--- config.mk ---
export PLATFORM = sky130hd
export DESIGN_NAME = display_scan_driver_flat
export DESIGN_NICKNAME = d
export VERILOG_FILES = /design/src/rtl/display_scan_driver_pkg.sv /design/src/rtl/display_scan_driver_if.sv /design/src/rtl/display_shifter.sv /design/src/rtl/display_scan_driver.sv /design/src/flat_wrapper.sv
export SDC_FILE = /design/constraint.sdc
export NUM_CORES = 1
export LEC_CHECK = 0
export ABC_CLOCK_PERIOD_IN_PS = 3500
export CAP_MARGIN = 0
export CORE_UTILIZATION = 50
export DETAILED_ROUTE_END_ITERATION = 10
export GPL_ROUTABILITY_DRIVEN = 1
export PLACE_DENSITY = 0.75
export SLEW_MARGIN = 30
export SYNTH_ARGS = -nofsm -noshare
export SYNTH_HDL_FRONTEND = slang
export SYNTH_SLANG_ARGS = --single-unit
--- constraint.sdc ---
create_clock -name Clk_ik -period 3.5 [get_ports Clk_ik]
set_clock_uncertainty 0.15 [all_clocks]
set_input_delay 0.875 -clock Clk_ik [delete_from_list [all_inputs] [get_ports Clk_ik]]
set_output_delay 0.875 -clock Clk_ik [all_outputs]
set_load 0.01 [all_outputs]
--- src/rtl/display_scan_driver_pkg.sv ---
// Shared types and default timing for the multiplexed display scan driver.
// Imported by the driver top and usable by any sibling block that needs the scan states.
package display_scan_driver_pkg;

  typedef enum logic [1:0] {
    ST_IDLE,
    ST_SHIFT,
    ST_HOLD,
    ST_SWAP
  } t_scan_state;

  localparam int C_DEF_COLUMNS    = 8;
  localparam int C_DEF_BITS       = 16;
  localparam int C_DEF_SCLK_HALF  = 2;
  localparam int C_DEF_COL_PERIOD = 256;
  localparam int C_SWAP_LEN       = 4;

  function automatic int shift_cycles(input int bits, input int sclk_half);
    return bits * 2 * sclk_half;
  endfunction

endpackage

--- src/rtl/display_scan_driver_if.sv ---
// Column-driver pins: latch/blank strobes, column select and the serial clock/data pair.
interface t_display;
  logic       latch;
  logic       blank;
  logic [2:0] csel;
  logic       sclk;
  logic       sin;

  modport producer (output latch, blank, csel, sclk, sin);
  modport consumer (input  latch, blank, csel, sclk, sin);
endinterface

--- src/rtl/display_shifter.sv ---
// Parallel-load serializer: MSB first, each bit is sclk low then high for G_SCLK_HALF cycles.
// Done_o is high in the final cycle of the last bit; Clear_i aborts a shift immediately.
module display_shifter #(
  parameter int G_BITS      = 16,
  parameter int G_SCLK_HALF = 2
) (
  input  logic              Clk_ik,
  input  logic              Rst_irn,
  input  logic              Clear_i,
  input  logic              Load_i,
  input  logic [G_BITS-1:0] Data_ib,
  output logic              Sclk_o,
  output logic              Sin_o,
  output logic              Done_o
);

  localparam int C_PH  = 2 * G_SCLK_HALF;
  localparam int C_PW  = $clog2(C_PH);
  localparam int C_BTW = (G_BITS > 1) ? $clog2(G_BITS) : 1;

  logic              busy_q, busy_d;
  logic [C_PW-1:0]   phase_q, phase_d;
  logic [C_BTW-1:0]  bit_q, bit_d;
  logic [G_BITS-1:0] sreg_q, sreg_d;
  logic              sclk_q, sclk_d;
  logic              sin_q, sin_d;
  logic              last_phase;

  assign last_phase = (phase_q == C_PW'(C_PH - 1));
  assign Done_o     = busy_q && last_phase && (bit_q == C_BTW'(G_BITS - 1));
  assign Sclk_o     = sclk_q;
  assign Sin_o      = sin_q;

  always_comb begin
    busy_d  = busy_q;
    phase_d = phase_q;
    bit_d   = bit_q;
    sreg_d  = sreg_q;
    sclk_d  = sclk_q;
    sin_d   = sin_q;
    if (Clear_i) begin
      busy_d  = 1'b0;
      phase_d = '0;
      bit_d   = '0;
      sclk_d  = 1'b0;
      sin_d   = 1'b0;
    end else if (Load_i) begin
      busy_d  = 1'b1;
      phase_d = '0;
      bit_d   = '0;
      sreg_d  = Data_ib;
      sclk_d  = 1'b0;
      sin_d   = Data_ib[G_BITS-1];
    end else if (busy_q) begin
      if (last_phase) begin
        phase_d = '0;
        sclk_d  = 1'b0;
        if (Done_o) begin
          busy_d = 1'b0;
          sin_d  = 1'b0;
        end else begin
          bit_d  = bit_q + 1'b1;
          sreg_d = sreg_q << 1;
          sin_d  = sreg_d[G_BITS-1];
        end
      end else begin
        phase_d = phase_q + 1'b1;
        // sclk is registered, so it rises one phase early in the decode
        sclk_d  = (phase_q >= C_PW'(G_SCLK_HALF - 1));
      end
    end
  end

  always_ff @(posedge Clk_ik) begin
    if (!Rst_irn) begin
      busy_q  <= 1'b0;
      phase_q <= '0;
      bit_q   <= '0;
      sreg_q  <= '0;
      sclk_q  <= 1'b0;
      sin_q   <= 1'b0;
    end else begin
      busy_q  <= busy_d;
      phase_q <= phase_d;
      bit_q   <= bit_d;
      sreg_q  <= sreg_d;
      sclk_q  <= sclk_d;
      sin_q   <= sin_d;
    end
  end

endmodule

--- src/rtl/display_scan_driver.sv ---
// Column-multiplexed LED scan driver: shifts the next column while the current one is lit,
// then blanks, switches csel and latches in the last four cycles of each column slot.
module display_scan_driver
  import display_scan_driver_pkg::*;
#(
  parameter int G_COLUMNS    = C_DEF_COLUMNS,
  parameter int G_BITS       = C_DEF_BITS,
  parameter int G_SCLK_HALF  = C_DEF_SCLK_HALF,
  parameter int G_COL_PERIOD = C_DEF_COL_PERIOD
) (
  input  logic                              Clk_ik,
  input  logic                              Rst_irn,
  input  logic                              Enable_i,
  input  logic [$clog2(G_COL_PERIOD+1)-1:0] Brightness_ib,
  input  logic [G_COLUMNS*G_BITS-1:0]       Frame_ib,
  input  logic                              FrameValid_i,
  output logic                              FrameReady_o,
  output logic                              FrameDone_o,
  t_display.producer                        Display_iot
);

  localparam int C_P  = G_COL_PERIOD;
  localparam int C_S  = shift_cycles(G_BITS, G_SCLK_HALF);
  localparam int C_SW = $clog2(C_P);
  localparam int C_BW = $clog2(C_P + 1);
  localparam int C_CW = (G_COLUMNS > 1) ? $clog2(G_COLUMNS) : 1;

  if (C_P < C_S + C_SWAP_LEN || G_COLUMNS > 8 || G_COLUMNS < 1) begin : g_param_check
    $error("display_scan_driver: column period too short or too many columns");
  end

  t_scan_state                state_q, state_d;
  logic [C_SW-1:0]            slot_q, slot_d;
  logic [C_CW-1:0]            col_q, col_d;
  logic                       first_q, first_d;
  logic                       blank_q, blank_d;
  logic                       latch_q, latch_d;
  logic [2:0]                 csel_q, csel_d;
  logic                       done_q, done_d;
  logic                       ready_q;
  logic                       swap_pend_q;
  logic [G_COLUMNS*G_BITS-1:0] shadow_q, active_q;
  logic                       shift_load, swap_now, shift_done, sclk, sin;
  logic [G_BITS-1:0]          load_data;

  // A pending frame is fed to the shifter directly so column 0 of the new frame is not lost
  assign swap_now  = shift_load && (col_d == '0) && !ready_q;
  assign load_data = swap_now ? shadow_q[G_BITS-1:0] : active_q[int'(col_d)*G_BITS +: G_BITS];

  always_comb begin
    state_d    = state_q;
    slot_d     = slot_q;
    col_d      = col_q;
    first_d    = first_q;
    csel_d     = csel_q;
    shift_load = 1'b0;
    case (state_q)
      ST_IDLE: begin
        if (Enable_i) begin
          state_d    = ST_SHIFT;
          slot_d     = '0;
          col_d      = '0;
          first_d    = 1'b1;
          shift_load = 1'b1;
        end
      end
      default: begin
        slot_d = (slot_q == C_SW'(C_P - 1)) ? '0 : slot_q + 1'b1;
        if (state_q == ST_SHIFT && shift_done) begin
          state_d = (slot_d >= C_SW'(C_P - C_SWAP_LEN)) ? ST_SWAP : ST_HOLD;
        end else if (state_q == ST_HOLD && slot_d == C_SW'(C_P - C_SWAP_LEN)) begin
          state_d = ST_SWAP;
        end else if (state_q == ST_SWAP && slot_d == '0) begin
          state_d    = ST_SHIFT;
          col_d      = (col_q == C_CW'(G_COLUMNS - 1)) ? '0 : col_q + 1'b1;
          shift_load = 1'b1;
        end
      end
    endcase
    if (!Enable_i) begin
      state_d    = ST_IDLE;
      slot_d     = '0;
      col_d      = '0;
      first_d    = 1'b0;
      csel_d     = '0;
      shift_load = 1'b0;
    end
    latch_d = (state_d == ST_SWAP) && (slot_d == C_SW'(C_P - 2));
    if (state_d == ST_SWAP && slot_d == C_SW'(C_P - 3)) csel_d = 3'(col_q);
    if (latch_d) first_d = 1'b0;
    done_d  = latch_d && (col_q == '0);
    blank_d = (state_d == ST_IDLE) || (state_d == ST_SWAP) || first_d ||
              (C_BW'(slot_d) >= Brightness_ib);
  end

  always_ff @(posedge Clk_ik) begin
    if (!Rst_irn) begin
      state_q <= ST_IDLE;
      slot_q  <= '0;
      col_q   <= '0;
      first_q <= 1'b0;
      blank_q <= 1'b1;
      latch_q <= 1'b0;
      csel_q  <= '0;
      done_q  <= 1'b0;
    end else begin
      state_q <= state_d;
      slot_q  <= slot_d;
      col_q   <= col_d;
      first_q <= first_d;
      blank_q <= blank_d;
      latch_q <= latch_d;
      csel_q  <= csel_d;
      done_q  <= done_d;
    end
  end

  always_ff @(posedge Clk_ik) begin
    if (!Rst_irn) begin
      shadow_q    <= '0;
      active_q    <= '0;
      ready_q     <= 1'b1;
      swap_pend_q <= 1'b0;
    end else begin
      swap_pend_q <= swap_now;
      if (swap_pend_q) begin
        active_q <= shadow_q;
        ready_q  <= 1'b1;
      end
      if (FrameValid_i && ready_q) begin
        shadow_q <= Frame_ib;
        ready_q  <= 1'b0;
      end
    end
  end

  display_shifter #(
    .G_BITS      (G_BITS),
    .G_SCLK_HALF (G_SCLK_HALF)
  ) u_shifter (
    .Clk_ik  (Clk_ik),
    .Rst_irn (Rst_irn),
    .Clear_i (!Enable_i),
    .Load_i  (shift_load),
    .Data_ib (load_data),
    .Sclk_o  (sclk),
    .Sin_o   (sin),
    .Done_o  (shift_done)
  );

  assign Display_iot.latch = latch_q;
  assign Display_iot.blank = blank_q;
  assign Display_iot.csel  = csel_q;
  assign Display_iot.sclk  = sclk;
  assign Display_iot.sin   = sin;
  assign FrameReady_o      = ready_q;
  assign FrameDone_o       = done_q;

endmodule

--- src/flat_wrapper.sv ---
// flat-port wrapper written by rule: the top's interface ports become plain ports
module display_scan_driver_flat import display_scan_driver_pkg::*;
#(
  parameter int G_COLUMNS    = C_DEF_COLUMNS,
  parameter int G_BITS       = C_DEF_BITS,
  parameter int G_SCLK_HALF  = C_DEF_SCLK_HALF,
  parameter int G_COL_PERIOD = C_DEF_COL_PERIOD
)
  (Clk_ik, Rst_irn, Enable_i, Brightness_ib, Frame_ib, FrameValid_i, FrameReady_o, FrameDone_o, Display_iot_latch, Display_iot_blank, Display_iot_csel, Display_iot_sclk, Display_iot_sin);
  t_display Display_iot_i ();
  input  logic Clk_ik;
  input  logic Rst_irn;
  input  logic Enable_i;
  input  logic [$clog2(G_COL_PERIOD+1)-1:0] Brightness_ib;
  input  logic [G_COLUMNS*G_BITS-1:0] Frame_ib;
  input  logic FrameValid_i;
  output logic FrameReady_o;
  output logic FrameDone_o;
  output wire logic [$bits(Display_iot_i.latch)-1:0] Display_iot_latch;
  output wire logic [$bits(Display_iot_i.blank)-1:0] Display_iot_blank;
  output wire logic [$bits(Display_iot_i.csel)-1:0] Display_iot_csel;
  output wire logic [$bits(Display_iot_i.sclk)-1:0] Display_iot_sclk;
  output wire logic [$bits(Display_iot_i.sin)-1:0] Display_iot_sin;
  assign Display_iot_latch = Display_iot_i.latch;
  assign Display_iot_blank = Display_iot_i.blank;
  assign Display_iot_csel = Display_iot_i.csel;
  assign Display_iot_sclk = Display_iot_i.sclk;
  assign Display_iot_sin = Display_iot_i.sin;
  display_scan_driver #(.G_COLUMNS(G_COLUMNS), .G_BITS(G_BITS), .G_SCLK_HALF(G_SCLK_HALF), .G_COL_PERIOD(G_COL_PERIOD)) u_core (.Clk_ik(Clk_ik), .Rst_irn(Rst_irn), .Enable_i(Enable_i), .Brightness_ib(Brightness_ib), .Frame_ib(Frame_ib), .FrameValid_i(FrameValid_i), .FrameReady_o(FrameReady_o), .FrameDone_o(FrameDone_o), .Display_iot(Display_iot_i));
endmodule
==> results.cfg <==
[synth]
netlist.area_leader.share_pct = 47.67
ys_seq_area_share_pct = 47.67
ys_ff_latch = 301
netlist_instances = 1437
synth.area.mux_share_pct = 13.38
yosys.area_share.adder_pct = 1.584
yosysWarnings = 0
ys_top_cells_by_area = dfxtp_1, mux2i_1, nand2_1, a21oi_1, nor2_1
syn_area_sq_um = 12640
synth_edf_count = 0
synthSimpleGateAreaFrac_pct = 18.09
synth_top_family_by_area = simple AND/OR/NAND/NOR gates
synth-xor-area-share_pct = 0.6830
syn_avg_cell_area_sq_um = 8.797
syn_nets = 1594
async_flop_share_pct = 0
yosysTopAreaCell = dfxtp_1
synthFlopType = dfxtp_1
synth_cell_types = 58
synth_compound_area_share_pct = 14.87

[cells_and_area]
final_common_cell = dfxtp_1
diodes = 0
register_area_sq_um = 6031
final_cell_mix = dfxtp_1, nand2_1, nor2_1, mux2i_1
nNetsFinal = 1728
fillers = 2034
multi_input_area_sq_um = 6202
drive_gt1_share_pct = 9.969
final_cells = 1919
area_growth_syn_to_layout_pct = 24.86

[sta]
maxSlewHeadroom_pct = 51.61
drv_slew = 0
setup_viol = 0
fin_crit_ns = 3.353
tightest_slew_ns = 0.7258
fin_crit_sh_pct = 95.79
setup_tns_ns = 0
hold_violations = 0
max_freq_ghz = 0.2983

[global_route]
grtUsageTotal_pct = 25.31
antenna_found_initial = 0
grt_remaining_overflow = 0
grt_pass1_vias = 10149
grt_pass1_wl_microns = 52840
grt_max_degree = 68

[floorplan]
die_w_microns = 161
row_count = 57
num_io_pins = 150
core_area_sq_um = 24530
dieArea_sq_um = 25920
dieHeight_microns = 161
start_util_pct = 51.52

[clocking]
cts.sinks = 301
cts-root-buf = clkbuf_16
htree_num_levels = 1
clk_latency_ns = 0.57
cts_tree = built
clock_path_buffers = 3
clkTransAtPathRegs_ns = 0.06
numCtsBuffers = 30

[route]
wire_per_inst_microns = 17.25
wirelength_microns = 33090
vias = 10528
ant_nets = 0
drtIter0Drc = 747
firstDrtPassIters = 7
route.detailed.drc = 0
viasPerCell = 5.486

[placement]
dp_cells = 1861
gp_congestion = 0.9293
io_buffers = 149
hpwl_microns = 23640

[worst_setup_path]
cp-end-kind = flip-flop
criticalPathCategory = reg -> reg
worst_ep_required_time_ns = 3.84
cp_max_fo = 13
worstSetupStartpointType = flip-flop
crit_arrival_ns = 3.69

[hold_path]
hold_class = reg -> reg

[status]
status = finished, final reports clean

[power]
peakVddDrop_v = 0.0004372
p_total_mw = 7.449
p_per_area_nw_per_um2 = 471.9
power_leakage_nw = 5.845

[job]
cap_violations = 0
synth_stat cells (all sizes together), types with 5 or more instances:
library cell	instances
dfxtp	301
nand2	279
nor2	170
mux2i	151
a21oi	149
clkbuf	72
a21o	47
buf	32
o221ai	29
o31ai	19
nor4b	18
ha	16
mux2	16
or2	16
inv	15
o32ai	15
nand3	14
nor3	12
and2	5
o21ai	5
or3	5
xnor2	5
state kept, by name (all words and copies together) (netlist names), 2 cells and up:
register,cells
u_core.u_shifter.sreg_q,15
u_core.slot_q,8
u_core.active_q,128
u_core.col_q,3
u_core.Display_iot.csel,3
u_core.u_shifter.bit_q,4
u_core.state_q,2
u_core.u_shifter.phase_q,2
u_core.shadow_q,128
cell type report:
type	count	share of cell area, %
Clock inverter	9	0.6025
Multi-Input combinational cell	1017	39.29
Tap cell	324	2.568
Sequential cell	301	38.21
Clock buffer	47	5.668
Timing Repair Buffer	206	13.27
Inverter	15	0.3884
cells by family (layout without fill, tap and decap cells):
| group | count (synthesis) | count (layout) |
|---|---|---|
| mux | 167 | 167 |
| xor+xnor | 9 | 9 |
| simple gates | 537 | 537 |
| buf+inv | 119 | 277 |
| flops | 301 | 301 |
| compound gates | 288 | 288 |
| fa+ha+maj | 16 | 16 |
layer usage:
metal	part of all wire [%]	wire length (microns)	vias up	global-route usage, %
li1	-	-	5217	-
met1	46	15140	4950	35.75
met2	46	15220	313	40.93
met3	6.1	2008	48	3.441
met4	2.2	733	0	5.961
met5	0	0	-	0
final timing paths:
path	startpoint	to	slack, ns	cells after the start
worst min register to register	u_core.shadow_q[97]	u_core.shadow_q[97]	0.31	2
worst max register to register	u_core.slot_q[0]	u_core.u_shifter.sreg_q[8]	0.15	11
worst max-delay path	u_core.slot_q[0]	u_core.u_shifter.sreg_q[8]	0.15	11
worst min-delay path	u_core.shadow_q[97]	u_core.shadow_q[97]	0.31	2
critical path: stages, from the launching register on:
cell	delay [ns]
dfxtp_2	0.35
ha_2	0.21
xnor2_1	0.34
and3_1	0.22
o2111ai_2	0.27
o311ai_2	0.43
nand2_4	0.13
buf_4	0.17
buf_4	0.18
nor4b_1	0.48
o221ai_1	0.25
o31ai_1	0.10
what timing repair did:
item                                    CTS  global route
gates resized for setup                   1             8
hold buffers                              0             0
buffers inserted                          0             2
endpoints found under the setup margin    3            18
pin swaps                                 0             2
stage by stage:
stage	util [%]	setup WS (ns)	cell area (sq um)	hold slack, ns
detailed placement	60.04	-0.1909	14730	0.2984
finish	64.34	0.1473	15780	0.3052
global route	64.34	-0.006252	15780	0.3221
floorplan	-	0.1338	12640	0.2860
global placement	60.04	-0.1404	14730	0.2925
CTS	64.12	0.06260	15730	0.3057
report_power, final:
part	leakage, nW	switching (mW)	internal [mW]
Sequential	2.45	0.0932	3.55
Clock	0.491	1.34	1.83
Combinational	2.90	0.316	0.322
Total	5.85	1.75	5.70
(Power assumes the default switching activity.)
